===== src/rtl/id_scoreboard.sv =====
// Decode-stage interlock: per-register writeback countdown timers for the GPR and FPR files,
// plus a per-file write-port reservation vector. Stalls decode on RAW, WAW and port collisions.
module id_scoreboard #(
  parameter int unsigned NREG = 32,
  parameter int unsigned LATW = 3
) (
  input  logic                    clk,
  input  logic                    reset,
  input  logic                    flush,
  input  logic                    dec_valid,
  input  logic [$clog2(NREG)-1:0] dec_rs,
  input  logic [$clog2(NREG)-1:0] dec_rt,
  input  logic                    dec_rs_used,
  input  logic                    dec_rt_used,
  input  logic                    dec_src_fp,
  input  logic                    dec_wr,
  input  logic [$clog2(NREG)-1:0] dec_dst,
  input  logic                    dec_dst_fp,
  input  logic [LATW-1:0]         dec_lat,
  output logic                    stall,
  output logic                    issue,
  output logic [NREG-1:0]         busy_gpr,
  output logic [NREG-1:0]         busy_fpr,
  output logic                    wb_gpr_due,
  output logic                    wb_fpr_due
);

  localparam int unsigned IDXW = $clog2(NREG);
  localparam int unsigned NRES = 1 << LATW;

  logic [LATW-1:0] gpr_tmr [NREG];
  logic [LATW-1:0] fpr_tmr [NREG];
  // res[k] set: a writeback to that file lands k cycles from now (k = 0 is this cycle)
  logic [NRES-1:0] gpr_res;
  logic [NRES-1:0] fpr_res;

  logic [LATW-1:0] lat_eff;
  logic [NREG-1:0] src_busy;
  logic [NREG-1:0] dst_busy;
  logic [NRES-1:0] dst_res;
  logic            raw_hit;
  logic            waw_hit;
  logic            port_hit;
  logic            wr_issue;
  logic [NRES-1:0] res_set;

  assign lat_eff = (dec_lat == '0) ? LATW'(1) : dec_lat;

  // Busy bits straight from the timers; GPR 0 is hardwired idle.
  always_comb begin
    busy_gpr = '0;
    busy_fpr = '0;
    for (int i = 0; i < int'(NREG); i++) begin
      busy_gpr[i] = (gpr_tmr[i] != '0);
      busy_fpr[i] = (fpr_tmr[i] != '0);
    end
    busy_gpr[0] = 1'b0;
  end

  // Hazard detection against existing state only (no look-ahead at retiring timers).
  always_comb begin
    src_busy = dec_src_fp ? busy_fpr : busy_gpr;
    dst_busy = dec_dst_fp ? busy_fpr : busy_gpr;
    dst_res  = dec_dst_fp ? fpr_res : gpr_res;
    raw_hit  = (dec_rs_used & src_busy[dec_rs]) | (dec_rt_used & src_busy[dec_rt]);
    waw_hit  = dec_wr & dst_busy[dec_dst];
    port_hit = dec_wr & dst_res[lat_eff];
    stall    = dec_valid & (raw_hit | waw_hit | port_hit);
    issue    = dec_valid & ~stall & ~flush;
    wr_issue = issue & dec_wr;
    res_set  = NRES'(1) << (lat_eff - LATW'(1));
  end

  assign wb_gpr_due = gpr_res[0];
  assign wb_fpr_due = fpr_res[0];

  // Timers count down to zero; an issuing write reloads its destination timer.
  always_ff @(posedge clk) begin
    if (reset || flush) begin
      for (int i = 0; i < int'(NREG); i++) begin
        gpr_tmr[i] <= '0;
        fpr_tmr[i] <= '0;
      end
    end else begin
      for (int i = 0; i < int'(NREG); i++) begin
        if (wr_issue && !dec_dst_fp && (dec_dst == IDXW'(i)) && (i != 0)) begin
          gpr_tmr[i] <= lat_eff;
        end else if (gpr_tmr[i] != '0) begin
          gpr_tmr[i] <= gpr_tmr[i] - LATW'(1);
        end
        if (wr_issue && dec_dst_fp && (dec_dst == IDXW'(i))) begin
          fpr_tmr[i] <= lat_eff;
        end else if (fpr_tmr[i] != '0) begin
          fpr_tmr[i] <= fpr_tmr[i] - LATW'(1);
        end
      end
    end
  end

  // Reservation vectors shift toward slot 0; writes to GPR 0 still claim a slot.
  always_ff @(posedge clk) begin
    if (reset || flush) begin
      gpr_res <= '0;
      fpr_res <= '0;
    end else begin
      gpr_res <= (gpr_res >> 1) | ((wr_issue && !dec_dst_fp) ? res_set : '0);
      fpr_res <= (fpr_res >> 1) | ((wr_issue &&  dec_dst_fp) ? res_set : '0);
    end
  end

endmodule


===== config.mk =====
export PLATFORM = sky130hd
export DESIGN_NAME = id_scoreboard
export DESIGN_NICKNAME = d
export VERILOG_FILES = /design/src/rtl/id_scoreboard.sv
export SDC_FILE = /design/constraint.sdc
export NUM_CORES = 1
export LEC_CHECK = 0
export CORE_ASPECT_RATIO = 1.2
export CORE_UTILIZATION = 45
export DETAILED_ROUTE_END_ITERATION = 12
export DONT_BUFFER_PORTS = 1
export SYNTH_ARGS = -nofsm -noshare
export SYNTH_HDL_FRONTEND = slang
export SYNTH_SLANG_ARGS = --single-unit

===== constraint.sdc =====
create_clock -name clk -period 8.4 [get_ports clk]
set_clock_uncertainty 0.15 [all_clocks]
set_input_delay 1.68 -clock clk [delete_from_list [all_inputs] [get_ports clk]]
set_output_delay 1.68 -clock clk [all_outputs]
set_load 0.005 [all_outputs]

==> results of run 1 <==
routing by layer:
layer,vias to the layer above,global-route usage,part of all wire
li1,5444,-,-
met1,5653,0.312,0.42
met2,433,0.392,0.47
met3,67,0.0582,0.087
met4,0,0.0838,0.026
met5,-,0,0
power by group:
group | internal (mW) | switching [mW] | total [mW]
clock network | 0.581 | 0.427 | 1.01
logic | 0.692 | 1.19 | 1.88
registers | 1.44 | 0.122 | 1.56
final cells by class:
type	instances	area, um^2	area share
inverter	150	563	0.0359
sequential	205	6000	0.382
clock inverter	13	118	0.00750
tap	407	509	0.0325
multi-input combinational	1071	7830	0.499
timing repair buffer	7	52.6	0.00335
clock buffer	28	616	0.0393
flip-flops by register name, summed over array words and instances, names as in the netlist:
name / flops
fpr_tmr: 96
gpr_tmr: 93
fpr_res: 8
gpr_res: 8
critical path, delay by kind of cell:
kind               cells  cell delay [ns]
AOI/OAI and AO/OA      3             0.85
and+or+nand+nor        5             1.62
cell usage after synthesis (38+ instances only):
master,instances
nor2_1,204
edfxtp_1,189
inv_1,149
ha_1,128
nand2_1,93
a211oi_1,92
o22ai_1,90
clkbuf_1,85
nand2b_1,63
mux2i_1,46
o21ai_0,46
nand3_1,38
per-stage QoR:
step           instance area, um^2  instances  hold slack, ns   util  worst slack, ns
5_1_grt                      15700       1881           0.331  0.484             2.27
2_1_floorplan                14900       1552           0.287      -             2.46
3_3_place_gp                 14900       1840           0.298  0.461             2.43
3_5_place_dp                 14900       1840           0.301  0.461             2.41
4_1_cts                      15700       1881           0.317  0.484             2.42
6_report                     15700       1881           0.316  0.484             2.41
logic make-up after synthesis:
| logic type | count (synthesis) | synth area share |
|---|---|---|
| AO/OA/AOI/OAI | 341 | 0.159 |
| XOR/XNOR | 28 | 0.0165 |
| adder cells (fa/ha/maj) | 128 | 0.107 |
| buffers and inverters | 276 | 0.0740 |
| flip-flops | 205 | 0.402 |
| multiplexers | 82 | 0.0823 |
| other | 1 | 0.000252 |
| AND/OR/NAND/NOR | 491 | 0.159 |
worst max-delay path by stage:
stage,endpoint,depth (start not counted),slack [ns]
6_report,issue,8,2.41
5_1_grt,issue,8,2.27
4_1_cts,issue,8,2.42
3_5_place_dp,issue,8,2.41
3_3_place_gp,issue,8,2.43
2_1_floorplan,issue,10,2.46
==> impl_metrics.yaml, run 1 <==
synthesis:
  synth_area_leaders: "edfxtp_1, ha_1, nor2_1, mux4_2, a211oi_1"
  yosysWarnings: 0
  async_reset_ff_frac: 0
  synth_top_area_share: 0.381
  synth-seq-cells: 205
  synth_top_cell_by_area: "edfxtp_1"
  synth_edf_count: 189
  syn-instance-count: 1552
  synth.net_count: 1707
  synth_cell_type_count: 78
  synthFlopType: "edfxtp_1"
  synth_area_um2: 14900
  syn_avg_cell_area_um2: 9.60
  yosysSeqAreaShare: 0.402
worst_setup_path:
  r2r_cells: 11
  startpoint: "dec_src_fp"
  path_cells: "or3b_1 > a2111oi_2 > a311o_1 > nor4_1 > or4b_4 > nor3_4 > a21boi_0 > and3b_1"
  critPathCaptureType: "output port"
  worst-r2r-setup-slack_ns: 3.64
  arrival_ns: 4.16
  slowest_delay_ns: 0.58
  crit_slowest_cell: "or4b_4"
  crit_path_start_kind: "input port"
  rr_endpoint: "fpr_tmr[1][15]$_SDFFCE_PN0P_"
  crit_type: "input port to output port"
  cp_max_fo: 43
  required_ns: 6.57
  reg2reg_from: "gpr_tmr[0][18]$_SDFFCE_PN0P_"
layout:
  final_nets: 1614
  areaGrowthSynthToFinish_pct: 5.21
  layout-drive-gt1-share: 0.0604
  final_common_cell: "nor2_1"
  fillers: 2982
  layout_common_cells: "nor2_1, edfxtp_1, inv_1"
  insertedDiodeCount: 0
min_path:
  min_to: "fpr_res[4]$_SDFF_PN0_"
  worstHoldPathType: "flop to flop"
  whs_path_depth: 1
  min_from: "fpr_res[5]$_SDFF_PN0_"
floorplanning:
  initial_core_util: 0.460
  core_area_um2: 32400
  die-area_um2: 33900
  dieHeight_um: 201
  num_rows: 72
  io_pins: 95
  die_w_um: 168
sta:
  setup_tns_ns: 0
  tightest_slew_ns: 1.04
  finalHoldViolCount: 0
  post-route-min-period_ns: 5.99
  max-slew-margin-rel: 0.308
  slew_violations: 0
  finalCritPeriodShare: 0.713
  clock.fmax_mhz: 167
  setup_viol: 0
  rsz0062_at_grt: "false"
grt:
  grt_usage: 0.241
  grt_max_degree: 88
  grt_pass1_wl_um: 63400
  grt_pass1_vias: 11100
  antenna_found_initial: 0
  grt_remaining_overflow: 0
cts:
  cts_setup_buffers: 0
  cts_max_path_buffers: 3
  htreeDepth: 1
  clk_pin_slew_ns: 0.06
  clkSinkCount: 205
  cts_tree: "done"
  cts_hold_buf: 0
  cts_buffers: 24
  ctsResizeCount: 0
  root_buffer: "clkbuf_16"
  clock_latency_ns: 0.56
route:
  firstDrtPassIters: 5
  routed_via_density: 6.17
  wl_per_cell_um: 21.7
  totalWireLength_um: 40900
  antenna_left: 0
  drc_errors: 0
  first_iter_violations: 1080
  via_count: 11600
pwr:
  peakVddDrop_uv: 152
  power_density_nw_per_um2: 284
  power.total_mw: 4.45
  p_leak_nw: 5.88
job:
  cap_viol_max_count: 0
outcome:
  status: "finished, final reports clean"
place:
  hpwl_um: 28400
  portBuffers: 0
  gp_congestion: 0.861
Note: power is estimated with default switching activity, not from simulation.
==> run 2, diff against run 1 <==
- clock period: 8.4 -> 6.13 ns (I/O delays scaled with it)
==> run 2 against run 1 <==
  * Register-to-register slack got worse by 2.1 ns
  * Die area did not move
  * Wire length rose by 0.32%
  * Via count fell by 1.0%
  * Worst hold slack improved by 0.0045 ns
  * Setup slack got worse by 1.6 ns
  * Sequential power rose by 38%
  * Non-clock buffer count rose by 3
  * Design area rose by 0.70%
  * Clock power rose by 45%
  * Cell count rose by 0.32%
  * Largest cell class unchanged
==> impl_metrics.yaml, run 2 (same netlist as run 1, synthesis figures left out) <==
outcome:
  status: "finished, final reports clean"
layout:
  fin_cells: 1887
  final_nets: 1617
  largestRegisters: "fpr_tmr x96, gpr_tmr x93"
  layout_common_cells: "nor2_1, edfxtp_1, inv_1"
  top_register: "fpr_tmr"
  layout-drive-gt1-share: 0.0716
  insertedDiodeCount: 0
  post-route-util: 0.487
  design_area_um2: 15800
  final_common_cell: "nor2_1"
  largest_register_ffs: 96
  areaGrowthSynthToFinish_pct: 5.95
route:
  first_iter_violations: 951
  firstDrtPassIters: 7
  wl_per_cell_um: 21.7
  routed_via_density: 6.08
  via_count: 11500
  drc_errors: 0
  totalWireLength_um: 41000
  antenna_left: 0
place:
  hpwl_um: 28600
  place_ws_ns: 1.04
  portBuffers: 0
  dpl.cell_count: 1843
  gp_congestion: 0.857
  placed_area_um2: 15000
worst_setup_path:
  cp_max_fo: 10
  critPathCaptureType: "output port"
  crit_type: "flop to output port"
  required_ns: 4.75
  crit_path_start_kind: "flop"
  arrival_ns: 3.97
pwr:
  p_int_mw: 3.80
  p_clk_frac: 0.237
  p_sw_frac: 0.383
  p_switching_mw: 2.36
  peakVddDrop_uv: 214
  p_seq_frac: 0.348
  power_density_nw_per_um2: 390
  power.total_mw: 6.16
  combPwrFrac: 0.414
  p_leak_nw: 5.95
sta:
  setup_tns_ns: 0
  finalCritPeriodShare: 0.872
  layout_setup_ws_ns: 0.784
  tightest_slew_ns: 1.01
  clock.fmax_mhz: 187
  rsz0062_at_grt: "false"
  post-route-min-period_ns: 5.35
  max-slew-margin-rel: 0.325
  finalHoldViolCount: 0
  setup_viol: 0
  slew_violations: 0
  hold_slack_ns: 0.321
floorplanning:
  io_pins: 95
  core_area_um2: 32400
  die_w_um: 168
  dieHeight_um: 201
  num_rows: 72
  initial_core_util: 0.460
  die-area_um2: 33900
cts:
  cts_hold_buf: 0
  root_buffer: "clkbuf_16"
  ctsResizeCount: 0
  clk_pin_slew_ns: 0.06
  clock_latency_ns: 0.53
  cts_buffers: 24
  cts_setup_buffers: 0
  cts_tree: "done"
  cts_max_path_buffers: 3
  htreeDepth: 1
  clkSinkCount: 205
grt:
  antenna_found_initial: 0
  busiest_layer: "met2"
  grt_usage: 0.243
  grt_use_met1: 0.309
  grt_pass1_wl_um: 64000
  grtUsageMet2: 0.404
  grt_pass1_vias: 11200
  grtUsageMet3: 0.0671
  grt_max_degree: 83
  grt_remaining_overflow: 0
min_path:
  worstHoldPathType: "flop to flop"
job:
  cap_viol_max_count: 0
run 2: power groups by stage:
stage	Sequential [mW]	Combinational (mW)	Clock, mW
detailed placement	2.17	2.54	0
CTS	2.15	2.56	1.48
global route	2.19	2.85	1.53
finish	2.15	2.55	1.46
floorplan	2.12	1.95	0
global placement	2.16	2.49	0
run 2: layout make-up:
| class | instances | area [um^2] |
|---|---|---|
| inverters | 150 | 563 |
| clock inverters | 12 | 62.6 |
| well taps | 407 | 509 |
| multi-input cells | 1071 | 7830 |
| fillers | 3024 | 16600 |
| repair buffers | 10 | 75.1 |
| clock buffers | 32 | 756 |
| flip-flops and latches | 205 | 6000 |
run 2: metal layers:
metal | routed length (um) | part of all wire
met1 | 16600 | 0.40
met2 | 19500 | 0.48
met3 | 3900 | 0.095
met4 | 1050 | 0.026
met5 | 0 | 0
run 2: worst max-delay path, cell delays in order (launching register included):
cell	delay [ns]
edfxtp_1	0.41
inv_1	0.10
ha_1	0.19
nand2b_1	0.30
mux4_2	0.56
a22oi_1	0.18
a311oi_1	0.12
or4b_4	0.60
nor3_4	0.17
buf_4	0.18
a21boi_0	0.38
and3b_1	0.25
run 2: path summary, 6_finish.rpt:
path / start / endpoint / slack (ns) / cells after the start
setup / recovery: gpr_tmr[1][9]$_SDFFCE_PN0P_ / issue / 0.78 / 11
hold / removal: fpr_res[3]$_SDFF_PN0_ / fpr_res[2]$_SDFF_PN0_ / 0.32 / 1
setup reg to reg: gpr_tmr[0][18]$_SDFFCE_PN0P_ / fpr_tmr[1][17]$_SDFFCE_PN0P_ / 1.56 / 11
hold reg to reg: fpr_res[3]$_SDFF_PN0_ / fpr_res[2]$_SDFF_PN0_ / 0.32 / 1
==> run 3, diff against run 2 <==
- CTS_CLUSTER_SIZE: not set -> 14
==> run 3 against run 2 <==
  * Sequential power hardly changed
  * Power is 0.53% higher
  * Critical path depth stayed put
  * Register-to-register slack worse by 0.03 ns
  * Flip-flop and latch count stayed put
  * Cell count hardly changed
  * Die area stayed put
  * Maximum frequency hardly changed
  * Worst hold slack hardly changed
  * Design area hardly changed
  * Setup slack worse by 0.0029 ns
==> impl_metrics.yaml, run 3 (same netlist as run 1, synthesis figures left out) <==
worst_setup_path:
  r2r_cells: 11
  crit_slowest_cell: "or4b_4"
  cp_num_buf_inv: 2
  slowest_delay_ns: 0.60
  rr_endpoint: "fpr_tmr[1][17]$_SDFFCE_PN0P_"
  critPathCaptureType: "output port"
  critPathTopFamily: "simple AND/OR/NAND/NOR gates"
  required_ns: 4.75
  crit_path_start_kind: "flop"
  reg2reg_from: "gpr_tmr[0][18]$_SDFFCE_PN0P_"
  startpoint: "gpr_tmr[1][9]$_SDFFCE_PN0P_"
  worst-r2r-setup-slack_ns: 1.53
  crit_cells: 11
  crit_type: "flop to output port"
  crit_end: "issue"
  cp_max_fo: 10
  arrival_ns: 3.97
  path_cells: "inv_1 > ha_1 > nand2b_1 > mux4_2 > a22oi_1 > a311oi_1 > or4b_4 > nor3_4 > buf_4 > a21boi_0 > and3b_1"
route:
  firstDrtPassIters: 5
  wl_per_cell_um: 21.7
  routed_via_density: 6.08
  drc_errors: 0
  first_iter_violations: 927
  totalWireLength_um: 41000
  via_count: 11500
  antenna_left: 0
layout:
  insertedDiodeCount: 0
  final_nets: 1617
  top_register: "fpr_tmr"
  final_common_cell: "nor2_1"
  largestRegisters: "fpr_tmr x96, gpr_tmr x93"
  largest_register_ffs: 96
  layout_common_cells: "nor2_1, edfxtp_1, inv_1"
  layout-drive-gt1-share: 0.0683
  fin_cells: 1886
  areaGrowthSynthToFinish_pct: 6.03
grt:
  grt_remaining_overflow: 0
  grt_pass1_wl_um: 63900
  grt_usage: 0.243
  antenna_found_initial: 0
  grt_pass1_vias: 11200
  grt_max_degree: 83
place:
  hpwl_um: 28600
  dpl.cell_count: 1843
  gp_congestion: 0.857
  portBuffers: 0
floorplanning:
  num_rows: 72
  io_pins: 95
  core_area_um2: 32400
  dieHeight_um: 201
  die_w_um: 168
  die-area_um2: 33900
  initial_core_util: 0.460
cts:
  cts_tree: "done"
  root_buffer: "clkbuf_16"
  cts_hold_buf: 0
  clock_latency_ns: 0.53
  cts_max_path_buffers: 3
  cts_buffers: 24
  clkSinkCount: 205
  ctsResizeCount: 0
  htreeDepth: 1
  cts_setup_buffers: 0
  clk_pin_slew_ns: 0.06
sta:
  rsz0062_at_grt: "false"
  finalCritPeriodShare: 0.873
  max-slew-margin-rel: 0.327
  setup_tns_ns: 0
  setup_viol: 0
  finalHoldViolCount: 0
  tightest_slew_ns: 1.01
  hold_slack_ns: 0.320
  slew_violations: 0
  post-route-min-period_ns: 5.35
  clock.fmax_mhz: 187
min_path:
  worstHoldPathType: "flop to flop"
job:
  cap_viol_max_count: 0
pwr:
  p_leak_nw: 5.95
  power.total_mw: 6.19
  power_density_nw_per_um2: 392
  peakVddDrop_uv: 213
outcome:
  status: "finished, final reports clean"
==> run 3: per-layer routing <==
layer	vias up	share of wire	global-route usage
met5	-	0	0
met4	0	0.025	0.0679
met3	67	0.090	0.0686
met2	400	0.48	0.402
met1	5546	0.41	0.309
li1	5446	-	-
==> run 3: how the worst min path moves through the flow <==
| stage | startpoint | endpoint | slack (ns) | depth (start not counted) |
|---|---|---|---|---|
| final | fpr_res[3]$_SDFF_PN0_ | fpr_res[2]$_SDFF_PN0_ | 0.32 | 1 |
| after global routing | gpr_res[7]$_SDFF_PP0_ | gpr_res[6]$_SDFF_PN0_ | 0.33 | 1 |
| after CTS | fpr_res[3]$_SDFF_PN0_ | fpr_res[2]$_SDFF_PN0_ | 0.32 | 1 |
| after detailed placement | fpr_res[3]$_SDFF_PN0_ | fpr_res[2]$_SDFF_PN0_ | 0.31 | 1 |
| after global placement | fpr_res[7]$_SDFF_PP0_ | fpr_res[6]$_SDFF_PN0_ | 0.30 | 1 |
| after floorplan | gpr_res[3]$_SDFF_PN0_ | gpr_res[2]$_SDFF_PN0_ | 0.29 | 1 |
==> run 3: worst register-to-register path: cells and delay by family, from the launching register on <==
kind            cells  cell delay (ns)
flops               1             0.39
mux                 1             0.51
compound gates      4             1.36
buf+inv             2             0.31
fa+ha+maj           1             0.17
simple gates        3             1.36
==> run 3: report_power, final <==
group	leakage (nW)	internal, mW	total (mW)	switching (mW)
sequential	2.29	1.98	2.15	0.169
clock	0.415	0.903	1.49	0.589
combinational	3.24	0.958	2.55	1.59
total	5.95	3.84	6.19	2.35
==> run 3: area by class of cell <==
type | count | area [um^2]
sequential | 205 | 6000
multi-input combinational | 1071 | 7830
clock inverter | 9 | 66.3
tap | 407 | 509
clock buffer | 34 | 763
timing repair buffer | 10 | 75.1
fill | 3019 | 16600
inverter | 150 | 563
==> run 3: through the flow <==
stage | worst slack, ns | utilization | area, um^2
2_1_floorplan | 1.10 | - | 14900
3_3_place_gp | 1.05 | 0.462 | 15000
3_5_place_dp | 1.04 | 0.462 | 15000
4_1_cts | 0.758 | 0.487 | 15800
5_1_grt | 0.617 | 0.487 | 15800
6_report | 0.781 | 0.487 | 15800
==> edit: new RTL, config.mk and constraints of run 2 <==
`NREG`: 32 -> 16.
--- a/src/rtl/id_scoreboard.sv
+++ b/src/rtl/id_scoreboard.sv
@@ -3,3 +3,3 @@
 module id_scoreboard #(
-  parameter int unsigned NREG = 32,
+  parameter int unsigned NREG = 16,
   parameter int unsigned LATW = 3
Ports: changed (5 resized); port bits go from 95 to 60. No check against the original RTL was run, so the function may have changed too.
==> edit against run 2 <==
First-iteration DRC count shrank 51%; sequential share of layout area shrank 0.28 points; die area shrank 47%; area after synthesis shrank 47%; design area shrank 48%; power shrank 49%; register-to-register slack gained 260 ps; sequential cell count shrank 96; clock power shrank 57%; critical path depth shrank 1; setup slack gained 460 ps; wire length shrank 49%; combinational power shrank 44%.
==> edit: results (changes against run 2) <==
.. list-table::
   :header-rows: 1

   * - Metric
     - Value
   * - Detailed-router iteration count before antenna repair
     - 4 (-3)
   * - GPL Wtd Cong
     - 0.858 (about the same)
   * - Layout cells sized above 1
     - 6.95% (-0.21 points)
   * - Worst ir drop on vdd
     - 0.137 mV (-36%)
   * - Worst setup path start
     - gpr_tmr[0][3]
   * - Compound-gate portion of the synthesized area
     - 15.6% (-0.26 points)
   * - Tmin final
     - 4880 ps (-463 ps)
   * - Maximum net fanout on the critical path
     - 5 (-5)
   * - Slowest cell delay on critical path
     - 500 ps (-100 ps)
   * - R2R Path Start
     - gpr_tmr[0][3]
   * - Cell variety after synth
     - 60 (-23%)
   * - Leakage Power
     - 3.17 nW (-47%)
   * - Total number of nets in the final design
     - 903 (-44%)
   * - Post-Synth XOR/XNOR Area
     - 1.66% (+0.018 points)
   * - Data arrival time at the worst-slack endpoint
     - 3510 ps (-460 ps)
   * - Largest net degree at the start of global routing
     - 75 (-9.6%)
   * - Vias post-DR
     - 6260 (-45%)
   * - Total Wirelength
     - 21000 µm (-49%)
   * - Multiplexer area fraction after synthesis
     - 6.48% (-1.7 points)
   * - Clock tree buffer depth
     - 2 (-1)
   * - Initial DRC count
     - 468 (-51%)
   * - Tightest slew margin relative to the limit
     - 37.5% (+5.0 points)
   * - Latest clock arrival within the worst-skew pair
     - 360 ps (-170 ps)
   * - GR Layer Usage met2
     - 39.8% (-0.55 points)
   * - Biggest registers after layout
     - fpr_tmr (48), gpr_tmr (45)
   * - Slowest stage cell, crit path
     - sky130_fd_sc_hd__mux4_2
   * - Number of nets in the synthesized netlist
     - 954 (-44%)
   * - Result of the run
     - completed
   * - Met3 Usage GRT
     - 8.00% (+1.3 points)
   * - Place WS
     - 1460 ps (+419 ps)
   * - Synth top area cells
     - sky130_fd_sc_hd__edfxtp_1 (35%), sky130_fd_sc_hd__ha_1 (10%), sky130_fd_sc_hd__nor2_1 (5.8%)
   * - Number of global-route vias before repair
     - 6169 (-45%)
   * - First-pass GRT wire length
     - 34000 µm (-47%)
   * - Adder-cell share of the synthesized area
     - 10.1% (-0.61 points)
   * - Placed wire-length estimate after detailed placement
     - 14800 µm (-48%)
   * - CTS Buf Count
     - 9 (-63%)
   * - Depth of the worst register-to-register path
     - 12 (+1)
   * - Hold Path Stages
     - 2 (+1)
   * - Reg-to-reg endpoint
     - fpr_tmr[0][11]
   * - Sequential area share after synthesis
     - 39.4% (-0.82 points)
   * - Ranking of synthesized cells by instance count
     - sky130_fd_sc_hd__nor2_1 (122), sky130_fd_sc_hd__edfxtp_1 (93), sky130_fd_sc_hd__inv_1 (79), sky130_fd_sc_hd__ha_1 (64), sky130_fd_sc_hd__a21oi_1 (51)
   * - Critical path destination
     - issue
   * - Area of placed instances
     - 7930 µm² (-47%)
   * - Overall Global Routing Usage
     - 24.8% (+0.48 points)
   * - Final std cells w/o fill
     - 1036 (-45%)
   * - Met1 Use GR
     - 31.5% (+0.55 points)
   * - Gate Count Post-Synth
     - 866 (-44%)
   * - Number of synthesized flops with an enable pin
     - 93 (-51%)
[edit: changes by cell type after synthesis, moves of 30 or more]
cell,run 2,this run
sky130_fd_sc_hd__edfxtp_1,189,93
sky130_fd_sc_hd__o22ai_1,90,6
sky130_fd_sc_hd__nor2_1,204,122
sky130_fd_sc_hd__inv_1,149,79
sky130_fd_sc_hd__ha_1,128,64
sky130_fd_sc_hd__a211oi_1,92,38
sky130_fd_sc_hd__nand2_1,93,50
sky130_fd_sc_hd__a21oi_1,15,51
sky130_fd_sc_hd__clkbuf_1,85,50
sky130_fd_sc_hd__mux2i_1,46,14
sky130_fd_sc_hd__o21ai_0,46,16
[edit: worst min-delay path: stages (launching register included)]
cell                      delay (ps)
sky130_fd_sc_hd__dfxtp_1         320
sky130_fd_sc_hd__a21oi_1          40
sky130_fd_sc_hd__nor2_1           60
[edit: worst min-delay path by stage]
| stage | startpoint | slack [ps] | to |
|---|---|---|---|
| after floorplan | gpr_res[4] | 280 | gpr_res[3] |
| after global placement | fpr_res[5] | 290 | fpr_res[4] |
| after detailed placement | gpr_res[4] | 300 | gpr_res[3] |
| after CTS | gpr_res[4] | 320 | gpr_res[3] |
| after global routing | gpr_res[4] | 350 | gpr_res[3] |
| final | gpr_res[4] | 310 | gpr_res[3] |
[edit: metal layers]
metal,up-vias,share of wire (%),wire length [µm]
met3,21,9.2,1930
li1,2974,-,-
met2,210,47,9970
met4,0,1.6,342
met1,3055,42,8750
met5,-,0,0
[edit: where the power goes]
group	switching, mW	internal (mW)
logic	0.906	0.520
registers	0.0778	1.04
clock network	0.273	0.352
[edit: area by class of cell]
class | count | area (µm²)
repair buffers | 5 | 37.5
inverters | 86 | 323
clock buffers | 13 | 305
multi-input cells | 604 | 4190
flip-flops and latches | 109 | 3110
fillers | 1596 | 8790
well taps | 216 | 270
clock inverters | 3 | 20.0
[edit: cells by family after synthesis]
group                      after synthesis
buffers and inverters                  153
AOI/OAI and AO/OA                      181
DFF                                    109
muxes                                   33
other                                    1
and+or+nand+nor                        310
adders and majority gates               64
xor gates and xnor gates                15
